<file path="src/rtl/mem_arb_pkg.sv">
// mem_arb_pkg: arbiter state encoding and channel ids shared by the burst arbiter files
package mem_arb_pkg;

    typedef enum logic [1:0] {
        S_IDLE = 2'd0,
        S_WR   = 2'd1,
        S_RD   = 2'd2,
        S_ZLEN = 2'd3
    } state_t;

    localparam logic CH_WR = 1'b0;
    localparam logic CH_RD = 1'b1;

endpackage

</file>
<file path="src/rtl/mem_burst_arbiter_if.sv">
// mem_burst_arbiter_if: one burst port carrying a write and a read channel; master issues bursts, slave serves them
interface mem_burst_arbiter_if #(
    parameter int MEM_DATA_BITS = 32,
    parameter int ADDR_BITS     = 28,
    parameter int BUSRT_BITS    = 10
);

    logic                     wr_burst_req;
    logic [BUSRT_BITS-1:0]    wr_burst_len;
    logic [ADDR_BITS-1:0]     wr_burst_addr;
    logic                     wr_burst_data_req;
    logic [MEM_DATA_BITS-1:0] wr_burst_data;
    logic                     wr_burst_finish;
    logic                     rd_burst_req;
    logic [BUSRT_BITS-1:0]    rd_burst_len;
    logic [ADDR_BITS-1:0]     rd_burst_addr;
    logic                     rd_burst_data_valid;
    logic [MEM_DATA_BITS-1:0] rd_burst_data;
    logic                     rd_burst_finish;

    modport master (
        output wr_burst_req, wr_burst_len, wr_burst_addr, wr_burst_data,
        output rd_burst_req, rd_burst_len, rd_burst_addr,
        input  wr_burst_data_req, wr_burst_finish,
        input  rd_burst_data_valid, rd_burst_data, rd_burst_finish
    );

    modport slave (
        input  wr_burst_req, wr_burst_len, wr_burst_addr, wr_burst_data,
        input  rd_burst_req, rd_burst_len, rd_burst_addr,
        output wr_burst_data_req, wr_burst_finish,
        output rd_burst_data_valid, rd_burst_data, rd_burst_finish
    );

endinterface

</file>
<file path="src/rtl/mem_arb_rr2.sv">
// mem_arb_rr2: two-way round-robin picker; with WR_PRIORITY_EN defined the write channel wins every tie
module mem_arb_rr2
    import mem_arb_pkg::*;
(
    input  logic [1:0] req,
    input  logic       last_grant,
    output logic [1:0] grant
);

`ifdef WR_PRIORITY_EN
    assign grant[CH_WR] = req[CH_WR];
    assign grant[CH_RD] = req[CH_RD] & ~req[CH_WR];
`else
    assign grant[CH_WR] = req[CH_WR] & (~req[CH_RD] | (last_grant == CH_RD));
    assign grant[CH_RD] = req[CH_RD] & (~req[CH_WR] | (last_grant == CH_WR));
`endif

endmodule

</file>
<file path="src/rtl/mem_burst_arbiter.sv">
// mem_burst_arbiter: shares the memory burst port between camera write and display read channels, one burst at a time (WR_PRIORITY_EN: write wins ties)
module mem_burst_arbiter
    import mem_arb_pkg::*;
#(
    parameter int MEM_DATA_BITS = 32,
    parameter int ADDR_BITS     = 28,
    parameter int BUSRT_BITS    = 10
) (
    input  logic                mem_clk,
    input  logic                rst,
    mem_burst_arbiter_if.slave  s,
    mem_burst_arbiter_if.master m,
    output logic                arb_busy
);

    state_t     state;
    logic       last_grant;
    logic       gnt_ch;
    logic [1:0] req;
    logic [1:0] grant;
    logic       wr_zero;
    logic       rd_zero;

    assign req     = {s.rd_burst_req, s.wr_burst_req};
    assign wr_zero = s.wr_burst_len == BUSRT_BITS'(0);
    assign rd_zero = s.rd_burst_len == BUSRT_BITS'(0);

    mem_arb_rr2 u_rr2 (
        .req        (req),
        .last_grant (last_grant),
        .grant      (grant)
    );

    // grant in IDLE, hold the granted burst until its finish, zero-length grants spend one cycle in ZLEN
    always_ff @(posedge mem_clk) begin
        if (rst) begin
            state           <= S_IDLE;
            last_grant      <= CH_RD;
            gnt_ch          <= CH_WR;
            m.wr_burst_req  <= 1'b0;
            m.wr_burst_len  <= '0;
            m.wr_burst_addr <= '0;
            m.rd_burst_req  <= 1'b0;
            m.rd_burst_len  <= '0;
            m.rd_burst_addr <= '0;
        end else begin
            case (state)
                S_IDLE: begin
                    if (grant[CH_WR]) begin
                        last_grant      <= CH_WR;
                        gnt_ch          <= CH_WR;
                        m.wr_burst_len  <= s.wr_burst_len;
                        m.wr_burst_addr <= ADDR_BITS'(s.wr_burst_addr);
                        m.wr_burst_req  <= ~wr_zero;
                        state           <= wr_zero ? S_ZLEN : S_WR;
                    end else if (grant[CH_RD]) begin
                        last_grant      <= CH_RD;
                        gnt_ch          <= CH_RD;
                        m.rd_burst_len  <= s.rd_burst_len;
                        m.rd_burst_addr <= ADDR_BITS'(s.rd_burst_addr);
                        m.rd_burst_req  <= ~rd_zero;
                        state           <= rd_zero ? S_ZLEN : S_RD;
                    end
                end
                S_WR: begin
                    if (m.wr_burst_finish) begin
                        m.wr_burst_req <= 1'b0;
                        state          <= S_IDLE;
                    end
                end
                S_RD: begin
                    if (m.rd_burst_finish) begin
                        m.rd_burst_req <= 1'b0;
                        state          <= S_IDLE;
                    end
                end
                default: state <= S_IDLE;
            endcase
        end
    end

    assign arb_busy            = state != S_IDLE;
    assign m.wr_burst_data     = MEM_DATA_BITS'(s.wr_burst_data);
    assign s.wr_burst_data_req = m.wr_burst_data_req & (state == S_WR);
    assign s.rd_burst_data_valid = m.rd_burst_data_valid & (state == S_RD);
    assign s.rd_burst_data     = m.rd_burst_data;
    assign s.wr_burst_finish   = ((state == S_WR) & m.wr_burst_finish) | ((state == S_ZLEN) & (gnt_ch == CH_WR));
    assign s.rd_burst_finish   = ((state == S_RD) & m.rd_burst_finish) | ((state == S_ZLEN) & (gnt_ch == CH_RD));

endmodule

</file>
<file path="src/flat_wrapper.sv">
// flat-port wrapper written by rule: the top's interface ports become plain ports
module mem_burst_arbiter_flat import mem_arb_pkg::*;
#(
    parameter int MEM_DATA_BITS = 32,
    parameter int ADDR_BITS     = 28,
    parameter int BUSRT_BITS    = 10
)
  (mem_clk, rst, arb_busy, s_wr_burst_req, s_wr_burst_len, s_wr_burst_addr, s_wr_burst_data, s_rd_burst_req, s_rd_burst_len, s_rd_burst_addr, s_wr_burst_data_req, s_wr_burst_finish, s_rd_burst_data_valid, s_rd_burst_data, s_rd_burst_finish, m_wr_burst_req, m_wr_burst_len, m_wr_burst_addr, m_wr_burst_data, m_rd_burst_req, m_rd_burst_len, m_rd_burst_addr, m_wr_burst_data_req, m_wr_burst_finish, m_rd_burst_data_valid, m_rd_burst_data, m_rd_burst_finish);
  mem_burst_arbiter_if #(.MEM_DATA_BITS(MEM_DATA_BITS), .ADDR_BITS(ADDR_BITS), .BUSRT_BITS(BUSRT_BITS)) s_i ();
  mem_burst_arbiter_if #(.MEM_DATA_BITS(MEM_DATA_BITS), .ADDR_BITS(ADDR_BITS), .BUSRT_BITS(BUSRT_BITS)) m_i ();
  input  logic mem_clk;
  input  logic rst;
  output logic arb_busy;
  input wire logic [$bits(s_i.wr_burst_req)-1:0] s_wr_burst_req;
  input wire logic [$bits(s_i.wr_burst_len)-1:0] s_wr_burst_len;
  input wire logic [$bits(s_i.wr_burst_addr)-1:0] s_wr_burst_addr;
  input wire logic [$bits(s_i.wr_burst_data)-1:0] s_wr_burst_data;
  input wire logic [$bits(s_i.rd_burst_req)-1:0] s_rd_burst_req;
  input wire logic [$bits(s_i.rd_burst_len)-1:0] s_rd_burst_len;
  input wire logic [$bits(s_i.rd_burst_addr)-1:0] s_rd_burst_addr;
  output wire logic [$bits(s_i.wr_burst_data_req)-1:0] s_wr_burst_data_req;
  output wire logic [$bits(s_i.wr_burst_finish)-1:0] s_wr_burst_finish;
  output wire logic [$bits(s_i.rd_burst_data_valid)-1:0] s_rd_burst_data_valid;
  output wire logic [$bits(s_i.rd_burst_data)-1:0] s_rd_burst_data;
  output wire logic [$bits(s_i.rd_burst_finish)-1:0] s_rd_burst_finish;
  output wire logic [$bits(m_i.wr_burst_req)-1:0] m_wr_burst_req;
  output wire logic [$bits(m_i.wr_burst_len)-1:0] m_wr_burst_len;
  output wire logic [$bits(m_i.wr_burst_addr)-1:0] m_wr_burst_addr;
  output wire logic [$bits(m_i.wr_burst_data)-1:0] m_wr_burst_data;
  output wire logic [$bits(m_i.rd_burst_req)-1:0] m_rd_burst_req;
  output wire logic [$bits(m_i.rd_burst_len)-1:0] m_rd_burst_len;
  output wire logic [$bits(m_i.rd_burst_addr)-1:0] m_rd_burst_addr;
  input wire logic [$bits(m_i.wr_burst_data_req)-1:0] m_wr_burst_data_req;
  input wire logic [$bits(m_i.wr_burst_finish)-1:0] m_wr_burst_finish;
  input wire logic [$bits(m_i.rd_burst_data_valid)-1:0] m_rd_burst_data_valid;
  input wire logic [$bits(m_i.rd_burst_data)-1:0] m_rd_burst_data;
  input wire logic [$bits(m_i.rd_burst_finish)-1:0] m_rd_burst_finish;
  assign s_i.wr_burst_req = s_wr_burst_req;
  assign s_i.wr_burst_len = s_wr_burst_len;
  assign s_i.wr_burst_addr = s_wr_burst_addr;
  assign s_i.wr_burst_data = s_wr_burst_data;
  assign s_i.rd_burst_req = s_rd_burst_req;
  assign s_i.rd_burst_len = s_rd_burst_len;
  assign s_i.rd_burst_addr = s_rd_burst_addr;
  assign s_wr_burst_data_req = s_i.wr_burst_data_req;
  assign s_wr_burst_finish = s_i.wr_burst_finish;
  assign s_rd_burst_data_valid = s_i.rd_burst_data_valid;
  assign s_rd_burst_data = s_i.rd_burst_data;
  assign s_rd_burst_finish = s_i.rd_burst_finish;
  assign m_wr_burst_req = m_i.wr_burst_req;
  assign m_wr_burst_len = m_i.wr_burst_len;
  assign m_wr_burst_addr = m_i.wr_burst_addr;
  assign m_wr_burst_data = m_i.wr_burst_data;
  assign m_rd_burst_req = m_i.rd_burst_req;
  assign m_rd_burst_len = m_i.rd_burst_len;
  assign m_rd_burst_addr = m_i.rd_burst_addr;
  assign m_i.wr_burst_data_req = m_wr_burst_data_req;
  assign m_i.wr_burst_finish = m_wr_burst_finish;
  assign m_i.rd_burst_data_valid = m_rd_burst_data_valid;
  assign m_i.rd_burst_data = m_rd_burst_data;
  assign m_i.rd_burst_finish = m_rd_burst_finish;
  mem_burst_arbiter #(.MEM_DATA_BITS(MEM_DATA_BITS), .ADDR_BITS(ADDR_BITS), .BUSRT_BITS(BUSRT_BITS)) u_core (.mem_clk(mem_clk), .rst(rst), .s(s_i), .m(m_i), .arb_busy(arb_busy));
endmodule
</file>
<file path="config.mk">
export PLATFORM = sky130hd
export DESIGN_NAME = mem_burst_arbiter_flat
export DESIGN_NICKNAME = d
export VERILOG_FILES = /design/src/rtl/mem_arb_pkg.sv /design/src/rtl/mem_burst_arbiter_if.sv /design/src/rtl/mem_arb_rr2.sv /design/src/rtl/mem_burst_arbiter.sv /design/src/flat_wrapper.sv
export SDC_FILE = /design/constraint.sdc
export NUM_CORES = 1
export LEC_CHECK = 0
export CAP_MARGIN = 25
export CORE_AREA = 2 2 115 117
export CTS_CLUSTER_DIAMETER = 150
export DETAILED_ROUTE_END_ITERATION = 10
export DIE_AREA = 0 0 117 119
export PLACE_DENSITY = 0.72
export SKIP_CTS_REPAIR_TIMING = 1
export SLEW_MARGIN = 10
export SYNTH_ARGS = -nofsm -noshare
export SYNTH_HDL_FRONTEND = slang
export SYNTH_SLANG_ARGS = --single-unit
</file>
<file path="constraint.sdc">
create_clock -name mem_clk -period 2.1 [get_ports mem_clk]
set_clock_uncertainty 0.1 [all_clocks]
set_input_delay 0.63 -clock mem_clk [delete_from_list [all_inputs] [get_ports mem_clk]]
set_output_delay 0.63 -clock mem_clk [all_outputs]
set_load 0.01 [all_outputs]
</file>
==> impl_results.md, run 1 <==
- Status: complete, no violations
- Post-route ant nets: 0
- Synth warnings: 0
- Worst setup path class: flip-flop to primary output
- Fin. Hold Viols: 0
- Syn Inst Count: 378
- Row cnt: 42
- Skew-Pair Late Insertion Delay: 0.33 ns
- Leak: 0.00204 uW
- Vias/cell: 5.14
- Worst R2R End: u_core.m.rd_burst_addr[12]$_SDFFE_PP0P_
- Clock power share: 0.365
- Most frequent cells in the layout: clkdlybuf4s50_1 (156), dfxtp_1 (81)
- Arrival time at the worst endpoint: 1.25 ns
- Final Max Tran Viols: 0
- Detailed placer's ending HPWL: 8.08 mm
- Die ar.: 13900 sq um
- Crit-path max FO: 2
- Largest net degree at the start of global routing: 41
- IO Port Bufs: 166
- Post-synthesis register bit count: 82
- Simple-gate share of the synthesized area: 0.104
- Setup TNS: 0 ns
- Peak per-stage delay on the critical path: 0.58 ns
- Root Buffer: clkbuf_16
- Antenna violations before repair: 0
- Sw power: 1060 uW
- Total wire length: 11.3 mm
- First-pass GRT wire length: 17.3 mm
- CP required: 1.37 ns
- Die Ht: 119 microns
- Initial Utilization: 0.285
- Placer Congestion: 0.702
- Place WS: -0.507 ns
- Nature of the critical path startpoint: flip-flop
- Remaining Overflow, GRT: 0
- Slowest stage cell, crit path: clkdlybuf4s50_1
- Crit path time final: 1.98 ns
- Hold path start: u_core.m.wr_burst_addr[17]$_SDFFE_PP0P_
- Worst R2R Setup Slack: 0.25 ns
- Fillers: 1246
- Vias in the first global route: 3369
- Final nets: 623
- Pwr Density: 761 nW/um^2
- Sw Share: 0.258
- Fmax: 505 MHz
- CP bufs+invs: 1
- Num CTS Buffers: 9
- Share of layout cells above drive strength 1: 0.104
- Wire per inst: 17.3 microns
- Worst Max-Slew Pin Slew: 0.467 ns
- Seq pwr share: 0.423
- Initial drt markers: 157
- Gr usage total: 0.160
- Type of the worst min-delay path: flip-flop to flip-flop
- Slack of the critical path: 0.121 ns
- Critical Path End Type: primary output
- P&R area growth vs syn: 47.0%
- H-tree levels: 3
- Hold depth: 2
- FF-to-FF Start: u_core.state[1]$_SDFFE_PP0P_
- CP cell instances: clkdlybuf4s50_1
- Antenna cells: 0
- Internal: 3040 uW
- Number of I/O pins: 295
- Residual DRC: 0
- CP top delay family: buffers and inverters
- Clk buf depth: 2
- Die width: 117 microns
- Via Count: 3364
- Most common cell after layout, fill and taps aside: clkdlybuf4s50_1
- Post-synth cell types: 35
- Register area share after synthesis: 0.448
- Drt pass-1 iters: 4
- Hold Path End: u_core.m.wr_burst_addr[17]$_SDFFE_PP0P_
- CTS tree: done
- MaxCap Viol Count: 0
- RSZ-0062 raised after global routing: no
- Post-Syn Nets: 526
- Final setup viols: 0
- Period utilization: 0.943
- Compound-cell area share of the yosys netlist: 0.247
- Clock transition at path regs: 0.06 ns
- Comb pwr share: 0.212
- Slew margin rel.: 0.689
- Clock net sink count: 82
- Syn Std Cell Area: 3660 sq um
- Largest family of logic cells by synthesized area: compound AO/OA/AOI/OAI gates
- Syn_area_per_cell: 9.69 sq um
- Post-Synth Adder-Cell Area: 0
- Multiplexer share of the synthesized area: 0.00854
- R2R depth: 6
- Placed Cells incl. Taps: 640
- Core area: 12900 sq um
- Post-Layout Cell Count: 655
- XOR/XNOR Fraction of Synth Area: 0
- Maximum VDD drop: 289 uV
## through the flow
step	utilization	area, sq um	hold WS, ns	total power [uW]
finish	0.418	5390	0.368	4100
global route	0.418	5390	0.388	4290
CTS	0.418	5390	0.370	4170
detailed placement	0.396	5100	0.358	2640
global placement	0.396	5100	0.355	2620
floorplan	-	3660	0.361	2260
## worst register-to-register path, cell delays in order, from the launching register on
cell     delay, ns
dfxtp_2       0.37
buf_4         0.18
nor2_8        0.05
inv_2         0.07
buf_4         0.29
o21a_4        0.49
a22o_1        0.24
## worst max path at each step
| stage | start | cells past startpoint | slack [ns] | endpoint |
|---|---|---|---|---|
| after detailed placement | m_wr_burst_data_req | 3 | -0.51 | s_wr_burst_data_req |
| after global routing | u_core.m.wr_burst_len[9]$_SDFFE_PP0P_ | 1 | 0.05 | m_wr_burst_len[9] |
| after floorplan | s_wr_burst_req | 5 | 0.32 | u_core.m.rd_burst_req$_SDFFE_PP0P_ |
| final | u_core.m.wr_burst_len[9]$_SDFFE_PP0P_ | 1 | 0.12 | m_wr_burst_len[9] |
| after CTS | m_wr_burst_data_req | 3 | -0.53 | s_wr_burst_data_req |
| after global placement | m_wr_burst_data_req | 3 | -0.50 | s_wr_burst_data_req |
## sequential cells by signal, indices dropped and copies added (netlist names)
signal,flops
u_core.gnt_ch,1
u_core.m.wr_burst_addr,28
u_core.m.wr_burst_req,1
u_core.last_grant,1
u_core.m.rd_burst_addr,28
u_core.m.rd_burst_req,1
u_core.state,2
u_core.m.rd_burst_len,10
u_core.m.wr_burst_len,10
## synth_stat cells
| library cell | count | share of area |
|---|---|---|
| nor2_1 | 3 | 0.0031 |
| a21oi_1 | 38 | 0.052 |
| o2bb2ai_1 | 1 | 0.0024 |
| nand2_1 | 1 | 0.0010 |
| nand3b_1 | 1 | 0.0020 |
| o31ai_1 | 38 | 0.078 |
| inv_2 | 1 | 0.0010 |
| a32o_1 | 1 | 0.0027 |
| a31o_1 | 1 | 0.0024 |
| buf_1 | 5 | 0.0051 |
| dfxtp_1 | 82 | 0.45 |
| o21a_4 | 1 | 0.0041 |
| mux2i_1 | 2 | 0.0055 |
| o21ai_0 | 1 | 0.0014 |
| nor3_2 | 1 | 0.0027 |
| nand2b_1 | 1 | 0.0017 |
| nand3_1 | 4 | 0.0055 |
| a21bo_2 | 1 | 0.0027 |
| nor3b_1 | 1 | 0.0020 |
| inv_1 | 4 | 0.0041 |
| buf_2 | 5 | 0.0068 |
| o311ai_1 | 1 | 0.0024 |
| nand4_1 | 38 | 0.065 |
| clkbuf_1 | 20 | 0.020 |
| o211ai_1 | 1 | 0.0020 |
| nor2b_1 | 3 | 0.0051 |
| nor4_1 | 5 | 0.0085 |
| o32ai_1 | 2 | 0.0048 |
| and3_1 | 1 | 0.0017 |
| buf_4 | 68 | 0.14 |
| a22o_1 | 38 | 0.091 |
| mux2_2 | 1 | 0.0031 |
| nor2_8 | 1 | 0.0055 |
| buf_6 | 5 | 0.015 |
| a31oi_1 | 1 | 0.0017 |
## area by class of cell
class | count | area, sq um | area share
clock buffers | 14 | 274 | 0.0509
repair buffers | 189 | 1880 | 0.350
inverters | 5 | 18.8 | 0.00349
clock inverters | 1 | 8.76 | 0.00163
multi-input cells | 188 | 1340 | 0.248
well taps | 176 | 220 | 0.0409
flip-flops and latches | 82 | 1640 | 0.305
## power groups by stage
stage                     logic (uW)  registers, uW  clock network (uW)
after global placement           860           1760                   0
after global routing             937           1750                1610
final                            868           1730                1490
after CTS                        882           1730                1550
after detailed placement         877           1770                   0
after floorplan                  450           1810                   0
## per-layer routing
layer	track usage	wire length (microns)	vias up
li1	-	-	1554
met1	0.184	4560	1608
met2	0.260	5380	175
met3	0.0580	1140	27
met4	0.0765	261	0
met5	0	0	-
## cell families (layout without fill, tap and decap cells)
group                  after synthesis  after routing
muxes                                3              3
buffers and inverters              108            209
AOI/OAI and AO/OA                  125            125
DFF                                 82             82
and+or+nand+nor                     60             60
No activity file was read; power rests on OpenSTA's default activity.
==> run 2, diff against run 1 <==
- CAP_MARGIN: 25 -> default
- SETUP_SLACK_MARGIN: default -> 0.15
- SLEW_MARGIN: 10 -> 20
==> run 2 against run 1 <==
Non-clock buffer count stayed put. Count of clock-buffer cells in the layout stayed put. Fmax is 3.4% higher. Worst setup slack better by 0.065 ns. Global-route usage stayed put. Register-to-register slack better by 0.05 ns. Sequential power hardly changed. Sequential share of layout area is 1.1 points lower. Critical path type unchanged. Largest cell class unchanged. Largest power group unchanged.
==> impl_results.md, run 2 (synthesized netlist as in run 1, its figures left out) <==
- Final nets: 624 (+0.16%)
- Leak: 0.00333 uW (+63%)
- Number of I/O pins: 295 (unchanged)
- Most frequent cells in the layout: dlymetal6s2s_1 (81), dfxtp_1 (80), clkdlybuf4s50_1 (79)
- Critical Path End Type: primary output
- Status: complete, no violations
- H-tree levels: 3 (unchanged)
- Fillers: 1204 (-3.4%)
- Pwr Density: 731 nW/um^2 (-3.9%)
- Nature of the critical path startpoint: flip-flop
- Antenna cells: 0 (unchanged)
- Gr usage total: 0.160 (unchanged)
- Antenna violations before repair: 0 (unchanged)
- Vias in the first global route: 3369 (unchanged)
- Arrival time at the worst endpoint: 1.18 ns (-0.07 ns)
- CTS tree: done
- CP required: 1.37 ns (about the same)
- IO Port Bufs: 166 (unchanged)
- Remaining Overflow, GRT: 0 (unchanged)
- CP top delay family: buffers and inverters
- Slew margin rel.: 0.702 (+0.0129)
- Largest net degree at the start of global routing: 41 (unchanged)
- Residual DRC: 0 (unchanged)
- RSZ-0062 raised after global routing: yes
- Die ar.: 13900 sq um (unchanged)
- Initial drt markers: 162 (+3.2%)
- FF-to-FF Start: u_core.state[1]$_SDFFE_PP0P_
- CP bufs+invs: 1 (unchanged)
- Crit path time final: 1.91 ns (-0.0650 ns)
- R2R depth: 7 (+1)
- Fin. Hold Viols: 0 (unchanged)
- Clock transition at path regs: 0.06 ns (about the same)
- Root Buffer: clkbuf_16
- Final Max Tran Viols: 0 (unchanged)
- Share of layout cells above drive strength 1: 0.110 (+0.00603)
- Slowest stage cell, crit path: clkdlybuf4s50_1
- Post-route ant nets: 0 (unchanged)
- Num CTS Buffers: 9 (unchanged)
- Worst path depth: 1 (unchanged)
- Most common cell after layout, fill and taps aside: dlymetal6s2s_1
- MaxCap Viol Count: 0 (unchanged)
- Setup TNS: 0 ns (unchanged)
- Crit-path max FO: 2 (unchanged)
- Row cnt: 42 (unchanged)
- Finished Core Util: 0.434 (+0.0161)
- Skew-Pair Late Insertion Delay: 0.33 ns (about the same)
- Die width: 117 microns (unchanged)
- Fmax: 522 MHz (+3.4%)
- Core area: 12900 sq um (unchanged)
- Placed Cells incl. Taps: 640 (unchanged)
- Initial Utilization: 0.285 (unchanged)
- Crit path launch: u_core.m.rd_burst_len[8]$_SDFFE_PP0P_
- Wire per inst: 18.3 microns (+6.0%)
- Worst setup path class: flip-flop to primary output
- Clock net sink count: 82 (unchanged)
- Hold path start: u_core.m.wr_burst_addr[17]$_SDFFE_PP0P_
- Regs by FF count: u_core.m.rd_burst_addr: 28 flops, u_core.m.wr_burst_addr: 28 flops
- Drt pass-1 iters: 5 (+1)
- First-pass GRT wire length: 17.3 mm (unchanged)
- P&R area growth vs syn: 52.7%
- Total wire length: 12.0 mm (+6.2%)
- Final Power: 4090 uW (-0.21%)
- Via Count: 3376 (+0.36%)
- Period utilization: 0.912 (-0.0309)
- Final setup viols: 0 (unchanged)
- CP cell instances: clkdlybuf4s50_1
- Post-Layout Cell Count: 656 (+0.15%)
- Detailed placer's ending HPWL: 8.08 mm (unchanged)
- Maximum VDD drop: 294 uV (+1.9%)
- Placer Congestion: 0.702 (unchanged)
- Type of the worst min-delay path: flip-flop to flip-flop
- Clk buf depth: 2 (unchanged)
- Peak per-stage delay on the critical path: 0.53 ns (-0.05 ns)
- Die Ht: 119 microns (unchanged)
- Hold depth: 2 (unchanged)
- Vias/cell: 5.15 (+0.20%)
- Worst Max-Slew Pin Slew: 0.447 ns (-0.0194 ns)
run 2: cell types whose count changed in the layout (fill, tap and decap cells not counted), sizes merged:
| cell | delta |
|---|---|
| dlymetal6s2s | +76 |
| o21a | +1 |
| clkbuf | +1 |
| clkdlybuf4s50 | -77 |
run 2: final cells by class:
cell class / instances / area, sq um / area share
clock buffers: 14 / 274 / 0.0490
clock inverters: 1 / 8.76 / 0.00157
inverters: 5 / 18.8 / 0.00336
multi-input cells: 189 / 1350 / 0.242
flip-flops and latches: 82 / 1650 / 0.294
well taps: 176 / 220 / 0.0394
repair buffers: 189 / 2070 / 0.371
run 2: tightest hold or removal path, stage by stage (launching register included):
cell	delay [ns]
dfxtp_1	0.31
o31ai_1	0.06
a21oi_1	0.06
run 2: path summary, 6_finish.rpt:
path                            slack (ns)                                      end
worst max register to register        0.30    u_core.m.wr_burst_len[3]$_SDFFE_PP0P_
worst min register to register        0.37  u_core.m.wr_burst_addr[17]$_SDFFE_PP0P_
worst min-delay path                  0.37  u_core.m.wr_burst_addr[17]$_SDFFE_PP0P_
worst max-delay path                  0.19                        m_rd_burst_len[8]
run 2: metal layers:
layer  GRT usage  part of all wire  vias up
met1       0.184              0.42     1624
met5           0                 0        -
met2       0.260              0.47      174
li1            -                 -     1553
met4      0.0765             0.022        0
met3      0.0580             0.091       25
run 2: power breakdown:
part | internal [uW] | total (uW) | switching, uW
sequential | 1670 | 1730 | 60.6
clock | 895 | 1500 | 604
combinational | 448 | 859 | 411
run 2: stage by stage:
stage          setup WS (ns)  cell area (sq um)  hold slack [ns]
5_1_grt                0.123               5590            0.385
3_3_place_gp          -0.503               5100            0.355
6_report               0.186               5590            0.369
2_1_floorplan          0.321               3660            0.361
3_5_place_dp          -0.507               5100            0.358
4_1_cts               -0.527               5390            0.370
==> run 3, diff against run 2 <==
- ABC_AREA: default -> 1
- CORE_AREA: 2 2 115 117 -> 2 2 114 116
- DIE_AREA: 0 0 117 119 -> 0 0 116 118
- clock period: 2.1 -> 2.01 ns (I/O delays scaled with it)
==> run 3 against run 2 <==
Combinational power grew 2.9%. Synthesized cell count grew 20%. Total power grew 3.1%. Area after synthesis shrank 5.9%. Via count shrank 7.6%. Clock power is essentially flat. Sequential power grew 6%. Global-route usage shrank 2.3 points. Register-to-register slack gained 0.26 ns. Final area shrank 3.8%. Flip-flop and latch count is the same. Critical path type unchanged. Highest routed layer unchanged.
==> impl_results.md, run 3 <==
- Crit-path max FO: 6 (+4)
- Clock transition at path regs: 0.06 ns (about the same)
- Skew-Pair Late Insertion Delay: 0.33 ns (about the same)
- Maximum VDD drop: 357 uV (+21%)
- Post-Synth Adder-Cell Area: 0 (unchanged)
- Num CTS Buffers: 9 (unchanged)
- Worst Max-Slew Pin Slew: 0.257 ns (-0.190 ns)
- CP endpoint: s_rd_burst_data_valid
- Post-route ant nets: 0 (unchanged)
- Final Max Tran Viols: 0 (unchanged)
- Via Count: 3120 (-7.6%)
- Final Power: 4210 uW (+3.1%)
- FF-to-FF Start: u_core.state[1]$_SDFFE_PP0P_
- Nature of the critical path startpoint: flip-flop
- Largest net degree at the start of global routing: 34 (-17%)
- Row cnt: 41 (-2.4%)
- Fmax: 558 MHz
- Fin. Hold Viols: 0 (unchanged)
- Arrival time at the worst endpoint: 1.09 ns (-0.09 ns)
- Compound-cell area share of the yosys netlist: 0.0740 (-0.173)
- Core area: 12400 sq um (-3.6%)
- Placer Congestion: 0.741 (+5.6%)
- Vias/cell: 4.24 (-18%)
- Die Ht: 118 microns (-0.84%)
- Cell taking the most area after synthesis: dfxtp_1
- CP cell instances: inv_2 -> and3_1 -> buf_2
- Post-Syn Nets: 600 (+14%)
- MaxCap Viol Count: 0 (unchanged)
- Antenna cells: 0 (unchanged)
- Number of flops mapped to enable cells by yosys: 0 (unchanged)
- Antenna violations before repair: 0 (unchanged)
- Critical Path End Type: primary output
- Worst R2R End: u_core.m.wr_burst_len[7]$_SDFFE_PP0P_
- Placed Cells incl. Taps: 723 (+13%)
- Post-Layout Cell Count: 735 (+12%)
- Status: complete, no violations
- Highest Signal Layer: met4
- Top cells by area, synth: dfxtp_1 (48%), nand2_1 (22%), buf_4 (15%), a21oi_1 (6.2%), buf_6 (1.6%)
- Residual DRC: 0 (unchanged)
- Finished Core Util: 0.433 (-0.00112)
- Worst R2R Setup Slack: 0.56 ns (+0.26 ns)
- Simple-gate share of the synthesized area: 0.261 (+0.157)
- Regs by FF count: u_core.m.rd_burst_addr: 28 flops, u_core.m.wr_burst_addr: 28 flops
- Peak per-stage delay on the critical path: 0.39 ns (-0.14 ns)
- H-tree levels: 3 (unchanged)
- RSZ-0062 raised after global routing: no
- Slowest stage cell, crit path: dfxtp_4
- Routed length on met1: 3.54 mm (-30%)
- Vias in the first global route: 2970 (-12%)
- Final setup viols: 0 (unchanged)
- Most frequent cells in the layout: nand2_1 (201), dlymetal6s2s_1 (83), dfxtp_1 (80)
- Total wire length: 9.59 mm (-20%)
- Synth warnings: 0 (unchanged)
- Period utilization: 0.891
- Multiplexer share of the synthesized area: 0 (-0.00854)
- Register area share after synthesis: 0.476 (+0.0280)
- Top cells by count, synth: nand2_1 (202), dfxtp_1 (82), buf_4 (69), a21oi_1 (43), nor2_1 (10)
- Worst path depth: 3 (+2)
- R2R depth: 8 (+1)
- Detailed placer's ending HPWL: 7.26 mm (-10%)
- Clk buf depth: 2 (unchanged)
- Post-place instance area: 4890 sq um (-4.1%)
- Ys flop type: dfxtp_1
- CP top delay family: flip-flops
- Share of layout cells above drive strength 1: 0.0870 (-0.0234)
- Root Buffer: clkbuf_16
- Die width: 116 microns (-0.85%)
- Largest family of logic cells by synthesized area: simple AND/OR/NAND/NOR gates
- Crit path launch: u_core.state[0]$_SDFFE_PP0P_
- CP required: 1.31 ns (-0.06 ns)
- Count leader, synth: nand2_1
- CTS tree: done
- Type of the worst min-delay path: flip-flop to flip-flop
- Crit path time final: 1.79 ns
- Most common cell after layout, fill and taps aside: nand2_1
- Initial drt markers: 93 (-43%)
- Worst setup path class: flip-flop to primary output
- Syn Inst Count: 452 (+20%)
- Post-synthesis register bit count: 82 (unchanged)
- Slew margin rel.: 0.828 (+0.127)
- Pwr Density: 784 nW/um^2 (+7.2%)
- Wire per inst: 13.0 microns (-29%)
- Post-synth ARST share: 0 (unchanged)
- Finished Cell Area: 5380 sq um (-3.8%)
- Syn Std Cell Area: 3450 sq um (-5.9%)
- Post-synth top area share: 0.476 (+0.0280)
- Drt pass-1 iters: 4 (-1)
- Post-synth cell types: 19 (-46%)
- WL met3: 861 microns (-21%)
- Gr usage total: 0.137 (-0.0225)
- P&R area growth vs syn: 56.0%
- Final nets: 710 (+14%)
- Die ar.: 13700 sq um (-1.7%)
- Remaining Overflow, GRT: 0 (unchanged)
- XOR/XNOR Fraction of Synth Area: 0 (unchanged)
- Number of I/O pins: 295 (unchanged)
- IO Port Bufs: 166 (unchanged)
- Syn_area_per_cell: 7.63 sq um (-21%)
- First-pass GRT wire length: 14.5 mm (-16%)
- Leak: 0.00349 uW (+4.7%)
- Setup TNS: 0 ns (unchanged)
- Clock net sink count: 82 (unchanged)
- CP bufs+invs: 2 (+1)
- Initial Utilization: 0.278 (-0.00678)
- Met2 wire len: 4.79 mm (-14%)
==> run 3: cell families after synthesis <==
family / after synthesis
AOI/OAI and AO/OA: 50
buffers and inverters: 93
DFF: 82
and+or+nand+nor: 227
==> run 3: layout make-up <==
type | count | area [sq um]
timing repair buffer | 184 | 2040
clock buffer | 12 | 267
inverter | 8 | 30.0
tap | 172 | 215
fill | 1222 | 7040
multi-input combinational | 277 | 1180
sequential | 82 | 1650
==> run 3: tightest hold or removal path, cell delays in order (launching register included) <==
cell and delay, ns:
dfxtp_1 0.32, nand2_1 0.05, nand2_1 0.04
==> run 3: stage by stage <==
step / setup WS [ns] / hold WS, ns
global route: 0.163 / 0.352
global placement: -0.502 / 0.328
CTS: -0.542 / 0.346
detailed placement: -0.537 / 0.333
finish: 0.219 / 0.337
floorplan: 0.487 / 0.349
==> run 3: where the power goes <==
group          switching [uW]  internal, uW
logic                     397           487
clock network             585           909
registers                71.9          1770
total                    1050          3160
==> run 3: worst min-delay path by stage <==
stage / startpoint / to / slack, ns / cells past startpoint
global route: u_core.m.rd_burst_len[3]$_SDFFE_PP0P_ / u_core.m.rd_burst_len[3]$_SDFFE_PP0P_ / 0.35 / 2
finish: u_core.m.rd_burst_len[6]$_SDFFE_PP0P_ / u_core.m.rd_burst_len[6]$_SDFFE_PP0P_ / 0.34 / 2
floorplan: u_core.gnt_ch$_SDFFE_PP0P_ / u_core.gnt_ch$_SDFFE_PP0P_ / 0.35 / 2
global placement: u_core.m.rd_burst_len[1]$_SDFFE_PP0P_ / u_core.m.rd_burst_len[1]$_SDFFE_PP0P_ / 0.33 / 2
CTS: u_core.m.rd_burst_len[3]$_SDFFE_PP0P_ / u_core.m.rd_burst_len[3]$_SDFFE_PP0P_ / 0.35 / 2
detailed placement: u_core.m.rd_burst_len[6]$_SDFFE_PP0P_ / u_core.m.rd_burst_len[6]$_SDFFE_PP0P_ / 0.33 / 2
==> run 3: per-layer routing <==
metal	GRT usage	up-vias
met5	0	-
li1	-	1551
met1	0.137	1381
met3	0.0499	42
met4	0.0848	0
met2	0.238	146
